## src/rtl/fabric_ingress_arbiter.sv

```systemverilog
// fabric_ingress_arbiter: frame-granular round-robin ingress arbiter; stall watchdog with ABORT enabled by FABRIC_ARB_WATCHDOG_EN
module fabric_ingress_arbiter #(
    parameter int NUM_PORTS = 24,
    parameter int DATA_WIDTH = 32,
`ifdef FABRIC_ARB_WATCHDOG_EN
    parameter int TIMEOUT = 4096,
`endif
    localparam int PORT_BITS = $clog2(NUM_PORTS)
) (
    input  logic                            clk_fabric,
    input  logic                            rst,
    input  logic [NUM_PORTS-1:0]            frame_ready,
    input  logic [NUM_PORTS-1:0]            in_valid,
    input  logic [NUM_PORTS-1:0]            in_last,
    input  logic [NUM_PORTS*DATA_WIDTH-1:0] in_data,
    output logic [NUM_PORTS-1:0]            in_ready,
    output logic                            out_valid,
    input  logic                            out_ready,
    output logic [DATA_WIDTH-1:0]           out_data,
    output logic                            out_last,
    output logic                            out_abort,
    output logic [PORT_BITS-1:0]            out_port,
    output logic                            busy
);
`ifdef FABRIC_ARB_WATCHDOG_EN
    typedef enum logic [1:0] {IDLE, BUSY, ABORT} state_t;
`else
    typedef enum logic {IDLE, BUSY} state_t;
`endif
    state_t state;
    logic [PORT_BITS-1:0] grant, rr_ptr, pick, cand, next_ptr;
    logic found, in_busy, beat, wd_abort;

    assign in_busy = state == BUSY;
    assign beat = out_valid & out_ready;
    assign next_ptr = grant == PORT_BITS'(NUM_PORTS - 1) ? '0 : grant + 1'b1;
    assign out_port = grant;
    assign out_abort = wd_abort;
    assign out_valid = in_busy ? in_valid[grant] : wd_abort;
    assign out_last = in_busy ? in_last[grant] : wd_abort;
    assign out_data = in_busy ? in_data[grant*DATA_WIDTH +: DATA_WIDTH] : '0;
    assign in_ready = in_busy ? NUM_PORTS'(out_ready) << grant : '0;

    // Scan downward so the lowest offset from rr_ptr wins.
    always_comb begin
        pick = '0;
        cand = '0;
        found = 1'b0;
        for (int i = NUM_PORTS - 1; i >= 0; i--) begin
            cand = PORT_BITS'((int'(rr_ptr) + i) % NUM_PORTS);
            if (frame_ready[cand]) begin
                pick = cand;
                found = 1'b1;
            end
        end
    end

`ifdef FABRIC_ARB_WATCHDOG_EN
    localparam int CW = $clog2(TIMEOUT + 1);
    logic [CW-1:0] stall_cnt;
    logic stall_hit;

    assign wd_abort = state == ABORT;
    assign stall_hit = in_busy && !in_valid[grant] && stall_cnt == CW'(TIMEOUT - 1);

    // Only an empty source counts as a stall; fabric back-pressure never does.
    always_ff @(posedge clk_fabric or posedge rst) begin
        if (rst)
            stall_cnt <= '0;
        else if (state == IDLE || beat)
            stall_cnt <= '0;
        else if (in_busy && !in_valid[grant] && stall_cnt != CW'(TIMEOUT))
            stall_cnt <= stall_cnt + 1'b1;
    end
`else
    assign wd_abort = 1'b0;
`endif

    // The abort beat also carries out_last, so one path returns to IDLE for both.
    always_ff @(posedge clk_fabric or posedge rst) begin
        if (rst) begin
            state <= IDLE;
            grant <= '0;
            rr_ptr <= '0;
            busy <= 1'b0;
        end else if (state == IDLE) begin
            if (found) begin
                grant <= pick;
                busy <= 1'b1;
                state <= BUSY;
            end
        end else if (beat && out_last) begin
            state <= IDLE;
            busy <= 1'b0;
            rr_ptr <= next_ptr;
        end
`ifdef FABRIC_ARB_WATCHDOG_EN
        else if (stall_hit) begin
            state <= ABORT;
        end
`endif
    end
endmodule

```

## config.mk

```make
export PLATFORM = sky130hd
export DESIGN_NAME = fabric_ingress_arbiter
export DESIGN_NICKNAME = d
export VERILOG_FILES = /design/src/rtl/fabric_ingress_arbiter.sv
export SDC_FILE = /design/constraint.sdc
export NUM_CORES = 1
export LEC_CHECK = 0
export CAP_MARGIN = 20
export CORE_AREA = 3 3 357 359
export CTS_CLUSTER_DIAMETER = 100
export DETAILED_ROUTE_END_ITERATION = 8
export DIE_AREA = 0 0 360 362
export GPL_TIMING_DRIVEN = 1
export PLACE_DENSITY = 0.31
export SLEW_MARGIN = 40
export SYNTH_ARGS = -nofsm -noshare
export SYNTH_HDL_FRONTEND = slang
export SYNTH_SLANG_ARGS = --single-unit
export TNS_END_PERCENT = 50
```

## constraint.sdc

```tcl
create_clock -name clk_fabric -period 11.3 [get_ports clk_fabric]
set_input_delay 2.26 -clock clk_fabric [delete_from_list [all_inputs] [get_ports clk_fabric]]
set_output_delay 2.26 -clock clk_fabric [all_outputs]
set_load 0.05 [all_outputs]
```

# Word level (Yosys, flattened, before mapping)
# Index checks and enable logic that the tools add are counted.
# W data, S select, Z words.
# word_totals
wordCells,199
register_bits,12
# classes
div,24
shifts,2
add_sub_neg,24
n_lt_le_gt_ge,25
bitwise,2
reduce_logical,5
eq_ne,2
mux,111
# ops
cell,n
$shiftx A768 B11 Y32,1
$mod A32 B6 Y32 const B,23
$lt A5 B6 Y1 const B,25
$bmux W1 S5,26
$mux W5,25
$mux W1,58
$add A5 B4 Y6 const B,8
$add A5 B5 Y6 const B,8
$mod A6 B6 Y32 const B,1
$mux W32,1
$add A5 B3 Y6 const B,4
$mux W24,1
$shl A1 B5 Y24,1
$add A5 B2 Y6 const B,2
$add A5 B1 Y6 const B,1
$reduce_and A2 Y1,3
$add A5 B1 Y5 const B,1
$eq A5 B5 Y1 const B,1
$ne A2 B1 Y1 const B,1
$reduce_bool A2 Y1,1
$and A1 B1 Y1,1
$logic_and A1 B1 Y1,1
$not A1 Y1,1

# Longest topological paths before layout
# Gate-level depths: netlist of the first run.
# logic_depth
depth_word,30
ltp_mapped,24
depth_no_buf,18

# Least setup slack after synthesis of the first run
# OpenSTA, ideal clock, no wires.
# synth_path
path_type,reg-to-output
startpoint,"register grant[0], in the netlist out_port[0]"
endpoint,output out_data[19]
setup_slack_ps,5025
arrival_ps,4015
stages_incl_launch_ff,10
cell_sequence,dfrtp_1 buf_2 buf_2 buf_2 buf_2 buf_2 buf_1 mux4_2 mux2i_1 o21ai_0
# synth_via
elab_chain_cells,2
# synth_rtl
item,line_no,source
"start, declared",31,"logic [PORT_BITS-1:0] grant, rr_ptr, pick, cand, next_ptr;"
"start signal, assigned",88,grant <= pick;
$shiftx A768 B11 Y32,41,assign out_data = in_busy ? in_data[grant*DATA_WIDTH +: DATA_WIDTH] : '0;
$mux W32,41,
"end, declared",19,"output logic [DATA_WIDTH-1:0] out_data,"
# Every way passes these cells.

# Worst setup path in the final report of the first run
# layout_path
startpoint,input in_data[765]
endpoint,output out_data[29]
# layout_via
elab_chain_cells,2
# layout_rtl
item,line_no,source
"start, declared",15,"input logic [NUM_PORTS*DATA_WIDTH-1:0] in_data,"
$shiftx A768 B11 Y32,41,
$mux W32,41,
# Every way passes these cells.

==> flow_metrics.env, run 1 <==
export IMPL_status="completed"
export IMPL_drtIter0Drc=1462
export IMPL_critical_path_class="primary input to output port"
export IMPL_vias=17847
export IMPL_clk_pin_slew_ns=0.05
export IMPL_clock_sinks=12
export IMPL_cap_violations=0
export IMPL_syn_instance_count=1507
export IMPL_period_needed_ns=7.71
export IMPL_setup_ws_ns=3.59
export IMPL_initial_core_util_pct=11.5
export IMPL_drcViolationCount=0
export IMPL_area_delta_synth_final_pct=77.4
export IMPL_die_x_um=360
export IMPL_ctsHoldBuffers=0
export IMPL_insertion_delay_ns=0.24
export IMPL_track_usage_pct=20.3
export IMPL_place_ws_ns=3.50
export IMPL_ctsRootBufferMaster="clkbuf_16"
export IMPL_numPortBuffers=906
export IMPL_clk_path_buf_depth=2
export IMPL_path_max_fanout=1
export IMPL_overflow=0
export IMPL_arrival_ns=5.45
export IMPL_cts_resized=0
export IMPL_fin_worst_skew_ns=0.00749
export IMPL_rsz0062_at_grt="no"
export IMPL_ir_drop_v=0.000161
export IMPL_ant_nets=0
export IMPL_ys_seq_area_share_pct=2.11
export IMPL_drv_slew=0
export IMPL_core_area_mm2=0.124
export IMPL_grt_max_degree=80
export IMPL_final_cells=3956
export IMPL_multi_input_area_mm2=0.0131
export IMPL_ys_flop_type="dfrtp_1"
export IMPL_yosysWarnings=0
export IMPL_post_cts_buffers=0
export IMPL_hold_path_class="register to register"
export IMPL_rows=129
export IMPL_n_fill_cell=13445
export IMPL_ioPinCount=908
export IMPL_htree_levels=1
export IMPL_place_inst=3942
export IMPL_fin_crit_sh_pct=68.2
export IMPL_setup_viol=0
export IMPL_grt_pass1_vias=18544
export IMPL_final_design_area_no_fill_mm2=0.0252
export IMPL_cp_end_kind="output port"
export IMPL_cp_required_ns=9.04
export IMPL_fin_nets=3199
export IMPL_synth_nets=2395
export IMPL_power_density_mw_per_mm2=365
export IMPL_cts_tree="yes"
export IMPL_fmax_mhz=130
export IMPL_synth_area_mm2=0.0142
export IMPL_async_flop_share_pct=100
export IMPL_numCtsBuffers=3
export IMPL_worstMarginPinSlew_ns=0.973
export IMPL_hold_violations=0
export IMPL_p_leak_nw=8.83
export IMPL_hpwl_mm=123
export IMPL_synth_area_per_cell_um2=9.44
export IMPL_globalplace_congestion=1.05
export IMPL_ys_ff_latch=12
export IMPL_finalSetupTns_ns=0
export IMPL_fp_dieH_um=362
export IMPL_crit_path_start_kind="primary input"
export IMPL_first_pass_iters=6
export IMPL_yosysUniqueCellTypes=109
export IMPL_seq_area_um2=323
export IMPL_whs_ns=0.491
export IMPL_avgViaCountPerCell=4.51
export IMPL_drt_wl_total_mm=139
export IMPL_dpl_cell_area_mm2=0.0251
export IMPL_grt_pass1_wl_mm=179
export IMPL_die_area_mm2=0.130
export IMPL_wl_per_cell_um=35.1
export IMPL_antenna_found_initial=66
export IMPL_relSlewSlack_pct=35.2
export IMPL_drive_above_1_share_pct=17.0
export IMPL_synth_edf_count=0
cell type report:
type,count,share of cell area (%)
multi-input combinational,1288,51.9
timing repair buffer,943,37.3
tap,1637,8.11
sequential,12,1.28
inverter,63,0.947
clock buffer,4,0.352
antenna,9,0.0892
path summary, 6_finish.rpt:
kind,start,to,slack [ns],cells after the start
max in group asynchronous,rst,rr_ptr[4]$_DFFE_PP0P_,8.35,2
min reg2reg,busy$_DFFE_PP0P_,busy$_DFFE_PP0P_,0.49,1
min in group asynchronous,rst,out_port[0]$_DFFE_PP0P_,2.49,2
max,in_data[765],out_data[29],3.59,7
min,busy$_DFFE_PP0P_,busy$_DFFE_PP0P_,0.49,1
max reg2reg,rr_ptr[3]$_DFFE_PP0P_,out_port[3]$_DFFE_PP0P_,5.36,16
through the flow:
step / utilization, % / power (mW)
floorplan: - / 5.74
global placement: 20.1 / 9.12
detailed placement: 20.2 / 9.17
CTS: 20.3 / 9.28
global route: 20.3 / 9.83
finish: 20.3 / 9.21
report_power, final:
part	leakage [nW]	internal, mW	switching, mW	total, mW
registers	0.128	0.0695	0.168	0.237
logic	8.66	3.30	5.59	8.90
clock network	0.0442	0.0536	0.0200	0.0735
flip-flops by register name, indices dropped and copies added (netlist names):
signal / flops
out_port: 5
rr_ptr: 5
busy: 1
in_busy: 1
critical path, cell delays in order:
cell	delay, ns
clkdlybuf4s50_1	0.66
mux4_2	0.56
mux4_2	0.48
inv_1	0.12
o22ai_1	0.28
and2_1	0.32
clkdlybuf4s50_1	0.75
logic make-up after synthesis:
kind of cell	Yosys count	synth area share [%]
adders and majority gates	45	3.96
other	1	0.0263
xor gates and xnor gates	32	2.02
DFF	12	2.11
muxes	371	48.4
AOI/OAI and AO/OA	393	20.1
buffers and inverters	207	6.41
and+or+nand+nor	446	17.0
synth_stat cells, types with 11 or more instances:
master    instances  area share, %
nor4_1           17           0.75
mux2_2           12           0.95
o22ai_1          29            1.3
a211oi_1         13           0.69
o31ai_1          14           0.74
dfrtp_1          12            2.1
inv_1            57            1.5
o22a_1           15           0.92
a31oi_1          18           0.79
ha_1             45            4.0
nand3_1          42            1.5
nand2_1          85            2.2
o211ai_1         17           0.90
a21o_1           16           0.84
nand2b_1         30            1.3
mux4_2          249             39
and2_1           28            1.2
buf_2            35            1.2
mux2i_1         104            7.3
nor2b_1          23            1.0
nand4_1          11           0.48
o21ai_1          11           0.39
o21ai_0          59            2.1
a21oi_1          61            2.1
buf_1            29           0.76
xnor2_1          26            1.6
nor2_1           88            2.3
nor3_1           36            1.3
clkbuf_1         65            1.7
layer usage:
metal	global-route usage, %	vias to the layer above	routed length (um)
met4	0.906	16	1020
met3	4.13	94	8860
met5	0	-	97
met1	24.5	9072	55300
li1	-	7776	-
met2	38.6	889	73500
cell usage in the layout, fill, tap and decap left out, types with 17 or more instances in the layout:
cell	netlist	routed
mux2i_1	104	101
nor2_1	88	86
clkdlybuf4s50_1	0	906
a21oi_1	61	61
buf_4	8	30
inv_1	57	57
a31oi_1	18	18
nand2_1	85	85
xnor2_1	26	25
o211ai_1	17	17
nor2b_1	23	23
ha_1	45	42
nand3_1	42	42
nand2b_1	30	29
nor4_1	17	17
mux4_2	249	249
o22ai_1	29	22
and2_1	28	28
nor3_1	36	36
o21ai_0	59	59
No activity file was read; power rests on OpenSTA's default activity.
==> inputs of run 2 (changes only) <==
--- a/config.mk
+++ b/config.mk
@@ -6,12 +6,12 @@
 export NUM_CORES = 1
 export LEC_CHECK = 0
 export CAP_MARGIN = 20
-export CORE_AREA = 3 3 357 359
+export CORE_AREA = 3 3 348 350
 export CTS_CLUSTER_DIAMETER = 100
 export DETAILED_ROUTE_END_ITERATION = 8
-export DIE_AREA = 0 0 360 362
+export DIE_AREA = 0 0 351 353
 export GPL_TIMING_DRIVEN = 1
-export PLACE_DENSITY = 0.31
+export PLACE_DENSITY = 0.33
 export SLEW_MARGIN = 40
 export SYNTH_ARGS = -nofsm -noshare
 export SYNTH_HDL_FRONTEND = slang
==> constraint.sdc (replaced) <==
create_clock -name clk_fabric -period 6.8 [get_ports clk_fabric]
set_input_delay 1.36 -clock clk_fabric [delete_from_list [all_inputs] [get_ports clk_fabric]]
set_output_delay 1.36 -clock clk_fabric [all_outputs]
set_load 0.05 [all_outputs]
==> run 2 against run 1 <==
Total power rose by 71%. Sequential share of layout area about the same. Die area is 4.9% lower. Worst setup slack got worse by 3.1 ns.
==> flow_metrics.env, run 2 (synthesized netlist as in run 1, its figures left out) <==
export IMPL_status="completed"
export IMPL_ioPinCount=908
export IMPL_initial_core_util_pct=12.1
export IMPL_avgViaCountPerCell=4.74
export IMPL_drv_slew=0
export IMPL_setup_ws_ns=0.449
export IMPL_track_usage_pct=22.9
export IMPL_ant_nets=0
export IMPL_drive_above_1_share_pct=18.7
export IMPL_grt_busiest_layer="met2"
export IMPL_grt_max_degree=60
export IMPL_critPathLaunch="in_data[757]"
export IMPL_die_x_um=351
export IMPL_use_met1_pct=26.9
export IMPL_setup_viol=0
export IMPL_ctsHoldBuffers=0
export IMPL_hpwl_mm=133
export IMPL_cp_end_kind="output port"
export IMPL_globalplace_congestion=0.958
export IMPL_die_area_mm2=0.124
export IMPL_period_needed_ns=6.35
export IMPL_arrival_ns=4.99
export IMPL_insertion_delay_ns=0.24
export IMPL_n_fill_cell=12710
export IMPL_clk_path_buf_depth=2
export IMPL_cp_endpoint="out_data[21]"
export IMPL_p_leak_nw=9.14
export IMPL_reg2reg_slack_ns=1.10
export IMPL_path_max_fanout=1
export IMPL_grt_pass1_wl_mm=188
export IMPL_crit_chain="clkdlybuf4s50_1 > mux4_2 > mux4_2 > inv_1 > o22ai_1 > and2_1 > clkdlybuf4s50_1"
export IMPL_antenna_found_initial=120
export IMPL_hold_violations=0
export IMPL_drcViolationCount=0
export IMPL_use_met3_pct=5.91
export IMPL_relSlewSlack_pct=34.0
export IMPL_drt_wl_total_mm=148
export IMPL_grt_pass1_vias=18881
export IMPL_numCtsBuffers=3
export IMPL_r2r_end="out_port[2]$_DFFE_PP0P_"
export IMPL_crit_path_start_kind="primary input"
export IMPL_reg2reg_from="rr_ptr[2]$_DFFE_PP0P_"
export IMPL_multi_input_area_mm2=0.0131
export IMPL_worstMarginPinSlew_ns=0.979
export IMPL_fmax_mhz=157
export IMPL_fin_nets=3262
export IMPL_ctsRootBufferMaster="clkbuf_16"
export IMPL_critical_path_class="primary input to output port"
export IMPL_vias=18652
export IMPL_htree_levels=1
export IMPL_grt_use_met2_pct=42.8
export IMPL_rows=126
export IMPL_critPathMaxStageDelay_ns=0.83
export IMPL_power_density_mw_per_mm2=615
export IMPL_seq_area_um2=323
export IMPL_slowest_stage="clkdlybuf4s50_1"
export IMPL_fin_crit_sh_pct=93.4
export IMPL_numPortBuffers=906
export IMPL_clk_pin_slew_ns=0.04
export IMPL_reg2regPathDepth=19
export IMPL_cts_tree="yes"
export IMPL_ir_drop_v=0.000207
export IMPL_overflow=0
export IMPL_finalSetupTns_ns=0
export IMPL_hold_path_class="register to register"
export IMPL_rsz0062_at_grt="no"
export IMPL_final_common_cell="clkdlybuf4s50_1"
export IMPL_drtIter0Drc=1420
export IMPL_fp_dieH_um=353
export IMPL_cts_resized=0
export IMPL_layout_common_cells="clkdlybuf4s50_1, mux4_2, mux2i_1"
export IMPL_fin_worst_skew_ns=0.00309
export IMPL_cp_required_ns=5.44
export IMPL_wl_per_cell_um=37.6
export IMPL_place_ws_ns=0.345
export IMPL_first_pass_iters=5
export IMPL_cap_violations=0
export IMPL_post_cts_buffers=0
export IMPL_clock_sinks=12
export IMPL_final_util_pct=21.7
export IMPL_core_area_mm2=0.118
export IMPL_finalPower_mw=15.7
export IMPL_area_delta_synth_final_pct=79.9
## run 2: changes by cell type in the layout (fill, tap and decap cells not counted), sizes merged
cell    delta
diode     +18
clkbuf     -1
buf       +64
## run 2: routing by layer
metal  part of all wire (%)  vias up
met3                    7.2      186
met4                    1.3       34
met5                   0.16        -
met1                     39     9484
li1                       -     7926
met2                     52     1022
## run 2: how the worst min path moves through the flow
stage,cells after the start,slack (ns),end,startpoint
floorplan,2,0.71,out_port[3]$_DFFE_PP0P_,in_busy$_DFF_PP0_
global route,1,0.53,busy$_DFFE_PP0P_,busy$_DFFE_PP0P_
detailed placement,1,0.48,busy$_DFFE_PP0P_,busy$_DFFE_PP0P_
CTS,1,0.50,busy$_DFFE_PP0P_,busy$_DFFE_PP0P_
global placement,1,0.47,busy$_DFFE_PP0P_,busy$_DFFE_PP0P_
finish,1,0.49,busy$_DFFE_PP0P_,busy$_DFFE_PP0P_
## run 2: worst max-delay path: cells and delay by family
family          cells  cell delay, ns
buf+inv             3            1.86
compound gates      1            0.22
simple gates        1            0.33
mux                 2            1.16
## run 2: area by class of cell
type	instances	area share (%)
Tap cell	1536	7.50
Multi-Input combinational cell	1288	51.0
Timing Repair Buffer	1006	38.7
Sequential cell	12	1.26
Antenna cell	27	0.264
Clock buffer	4	0.347
Inverter	63	0.933
## run 2: power breakdown
part,internal [mW],switching [mW]
logic,5.99,9.32
clock network,0.0888,0.0308
registers,0.117,0.194
## run 2: through the flow
step	instances	hold slack, ns	cell area [um2]
after floorplan	1507	0.707	14200
after global placement	3903	0.473	25400
after detailed placement	3905	0.484	25500
after CTS	3909	0.498	25500
after global routing	3918	0.527	25600
final	3936	0.488	25600
==> inputs of run 3 (changes only) <==
==> config.mk (replaced) <==
export PLATFORM = sky130hd
export DESIGN_NAME = fabric_ingress_arbiter
export DESIGN_NICKNAME = d
export VERILOG_FILES = /design/src/rtl/fabric_ingress_arbiter.sv
export SDC_FILE = /design/constraint.sdc
export NUM_CORES = 1
export LEC_CHECK = 0
export ABC_AREA = 1
export CAP_MARGIN = 20
export CORE_AREA = 3 3 349 351
export CTS_CLUSTER_DIAMETER = 100
export DETAILED_ROUTE_END_ITERATION = 8
export DIE_AREA = 0 0 352 354
export GPL_TIMING_DRIVEN = 1
export PLACE_DENSITY = 0.32
export SLEW_MARGIN = 40
export SYNTH_ARGS = -nofsm -noshare
export SYNTH_HDL_FRONTEND = slang
export SYNTH_SLANG_ARGS = --single-unit
export TNS_END_PERCENT = 30
==> run 3 against run 2 <==
Register-to-register slack better by 0.28 ns. Synthesized area is 7.7% lower. Worst setup slack better by 0.93 ns. Total power is 1.3% lower. Count of clock-buffer cells in the layout stayed put. Fmax is 17% higher. Critical path depth is 10 higher. Highest routed layer unchanged. Critical endpoint is now out_port[1]$_DFFE_PP0P_.
==> flow_metrics.env, run 3 <==
export IMPL_antenna_found_initial=126
export IMPL_track_usage_pct=23.4
export IMPL_reg2regPathDepth=17
export IMPL_reg2reg_from="rr_ptr[0]$_DFFE_PP0P_"
export IMPL_relSlewSlack_pct=37.0
export IMPL_path_max_fanout=12
export IMPL_cts_tree="yes"
export IMPL_hpwl_mm=132
export IMPL_rsz0062_at_grt="no"
export IMPL_ioPinCount=908
export IMPL_area_delta_synth_final_pct=88.6
export IMPL_rows=127
export IMPL_core_area_mm2=0.119
export IMPL_vias=22541
export IMPL_globalplace_congestion=0.957
export IMPL_dpl_cell_area_mm2=0.0245
export IMPL_ant_nets=0
export IMPL_htree_levels=1
export IMPL_overflow=0
export IMPL_whs_endpoint="busy$_DFFE_PP0P_"
export IMPL_whs_ns=0.501
export IMPL_grt_pass1_wl_mm=200
export IMPL_fin_nets=4220
export IMPL_seq_area_um2=315
export IMPL_post_cts_buffers=0
export IMPL_drive_above_1_share_pct=6.24
export IMPL_syn_instance_count=2547
export IMPL_hold_path_class="register to register"
export IMPL_cp_required_ns=6.93
export IMPL_yosysWarnings=0
export IMPL_yosysTopAreaCellShare_pct=20.3
export IMPL_avgViaCountPerCell=4.52
export IMPL_finalPower_mw=15.5
export IMPL_worstMarginPinSlew_ns=0.934
export IMPL_first_pass_iters=6
export IMPL_initial_core_util_pct=11.0
export IMPL_ys_ff_latch=12
export IMPL_clk_path_buf_depth=2
export IMPL_ys_seq_area_share_pct=2.29
export IMPL_drcViolationCount=0
export IMPL_ys_flop_type="dfrtp_1"
export IMPL_finalSetupTns_ns=0
export IMPL_cap_violations=0
export IMPL_synth_most_common_cell="o21ai_0"
export IMPL_synth_nets=3435
export IMPL_n_fill_cell=13804
export IMPL_crit_path_start_kind="register"
export IMPL_clock_sinks=12
export IMPL_fin_worst_skew_ns=0.00235
export IMPL_fp_dieH_um=354
export IMPL_fin_crit_sh_pct=79.8
export IMPL_synthTopCellsByCount="o21ai_0, nor2_1, nand2_1"
export IMPL_period_needed_ns=5.42
export IMPL_ctsRootBufferMaster="clkbuf_16"
export IMPL_synth_area_per_cell_um2=5.16
export IMPL_synth_edf_count=0
export IMPL_reg2reg_slack_ns=1.38
export IMPL_die_x_um=352
export IMPL_clk_pin_slew_ns=0.05
export IMPL_drt_wl_total_mm=155
export IMPL_drtIter0Drc=2255
export IMPL_ctsHoldBuffers=0
export IMPL_numCtsBuffers=3
export IMPL_grt_pass1_vias=21974
export IMPL_multi_input_area_mm2=0.0113
export IMPL_arrival_ns=5.56
export IMPL_fmax_mhz=184
export IMPL_wl_per_cell_um=31.1
export IMPL_r2r_end="out_port[1]$_DFFE_PP0P_"
export IMPL_drv_slew=0
export IMPL_cts_resized=0
export IMPL_cp_end_kind="register"
export IMPL_power_density_mw_per_mm2=627
export IMPL_setup_viol=0
export IMPL_yosysUniqueCellTypes=65
export IMPL_synth_area_mm2=0.0131
export IMPL_status="completed"
export IMPL_final_design_area_no_fill_mm2=0.0248
export IMPL_yosys_top_cells_area="o21ai_0, nor2_1, o221ai_1"
export IMPL_critical_path_class="register to register"
export IMPL_die_area_mm2=0.125
export IMPL_layout_common_cells="clkdlybuf4s50_1, o21ai_0, nor2_1"
export IMPL_hold_violations=0
export IMPL_ir_drop_v=0.000265
export IMPL_grt_max_degree=202
export IMPL_hold_depth=2
export IMPL_insertion_delay_ns=0.24
export IMPL_hold_start="busy$_DFFE_PP0P_"
export IMPL_synth_largest_area_cell="o21ai_0"
export IMPL_numPortBuffers=906
export IMPL_async_flop_share_pct=100
export IMPL_p_leak_nw=9.41
export IMPL_final_common_cell="clkdlybuf4s50_1"
## run 3: worst max-delay path by stage
| stage | start | end | slack (ns) | cells after the start |
|---|---|---|---|---|
| 6_report | rr_ptr[0]$_DFFE_PP0P_ | out_port[1]$_DFFE_PP0P_ | 1.38 | 17 |
| 5_1_grt | rr_ptr[0]$_DFFE_PP0P_ | out_port[3]$_DFFE_PP0P_ | 0.97 | 37 |
| 4_1_cts | rr_ptr[0]$_DFFE_PP0P_ | out_port[0]$_DFFE_PP0P_ | 1.38 | 29 |
| 3_5_place_dp | frame_ready[12] | out_port[0]$_DFFE_PP0P_ | 1.31 | 30 |
| 3_3_place_gp | frame_ready[14] | out_port[4]$_DFFE_PP0P_ | 1.17 | 20 |
| 2_1_floorplan | out_port[0]$_DFFE_PP0P_ | in_ready[7] | 1.50 | 10 |
## run 3: power by group
group / internal, mW / switching, mW
Combinational: 4.64 / 10.4
Sequential: 0.109 / 0.226
Clock: 0.0791 / 0.0326
## run 3: cell families (layout without fill, tap and decap cells)
group,after synthesis,in the layout,synth area share (%)
simple gates,1120,1120,35.3
compound gates,922,922,42.6
buf+inv,407,1191,12.2
fa+ha+maj,45,45,4.29
xor+xnor,27,27,2.31
mux,13,13,0.991
flops,12,12,2.29
other cells,1,49,0.0285
## run 3: critical path, cell delays in order, from the launching register on
cell	delay, ns
dfrtp_2	0.63
inv_1	0.30
ha_1	0.82
inv_1	0.40
o21ai_0	0.33
inv_1	0.06
o21ai_0	0.39
buf_4	0.20
nor2_1	0.07
o21bai_1	0.27
nand2_1	0.33
nor3_1	0.43
nand4_1	0.20
o41ai_2	0.34
buf_4	0.27
a21oi_1	0.06
nand2_1	0.09
nand2_1	0.05
## run 3: through the flow
step / instances / setup WS (ns) / utilization, %
after floorplan: 2547 / 1.50 / -
after global placement: 4938 / 1.17 / 20.6
after detailed placement: 4938 / 1.31 / 20.6
after CTS: 4942 / 1.38 / 20.6
after global routing: 4970 / 0.974 / 20.7
final: 4991 / 1.38 / 20.8
## run 3: area by class of cell
cell class,instances,area share [%]
Multi-Input combinational cell,2128,45.4
Antenna cell,48,0.485
Clock buffer,4,0.318
Timing Repair Buffer,988,41.3
Tap cell,1612,8.14
Inverter,199,3.10
Sequential cell,12,1.27
## run 3: layer usage
layer | vias up | global-route usage (%) | part of all wire (%)
met5 | - | 0.462 | 0.28
met4 | 58 | 6.78 | 1.8
met3 | 167 | 8.41 | 9.1
met2 | 1026 | 36.8 | 45
met1 | 10716 | 29.9 | 43
li1 | 10574 | - | -
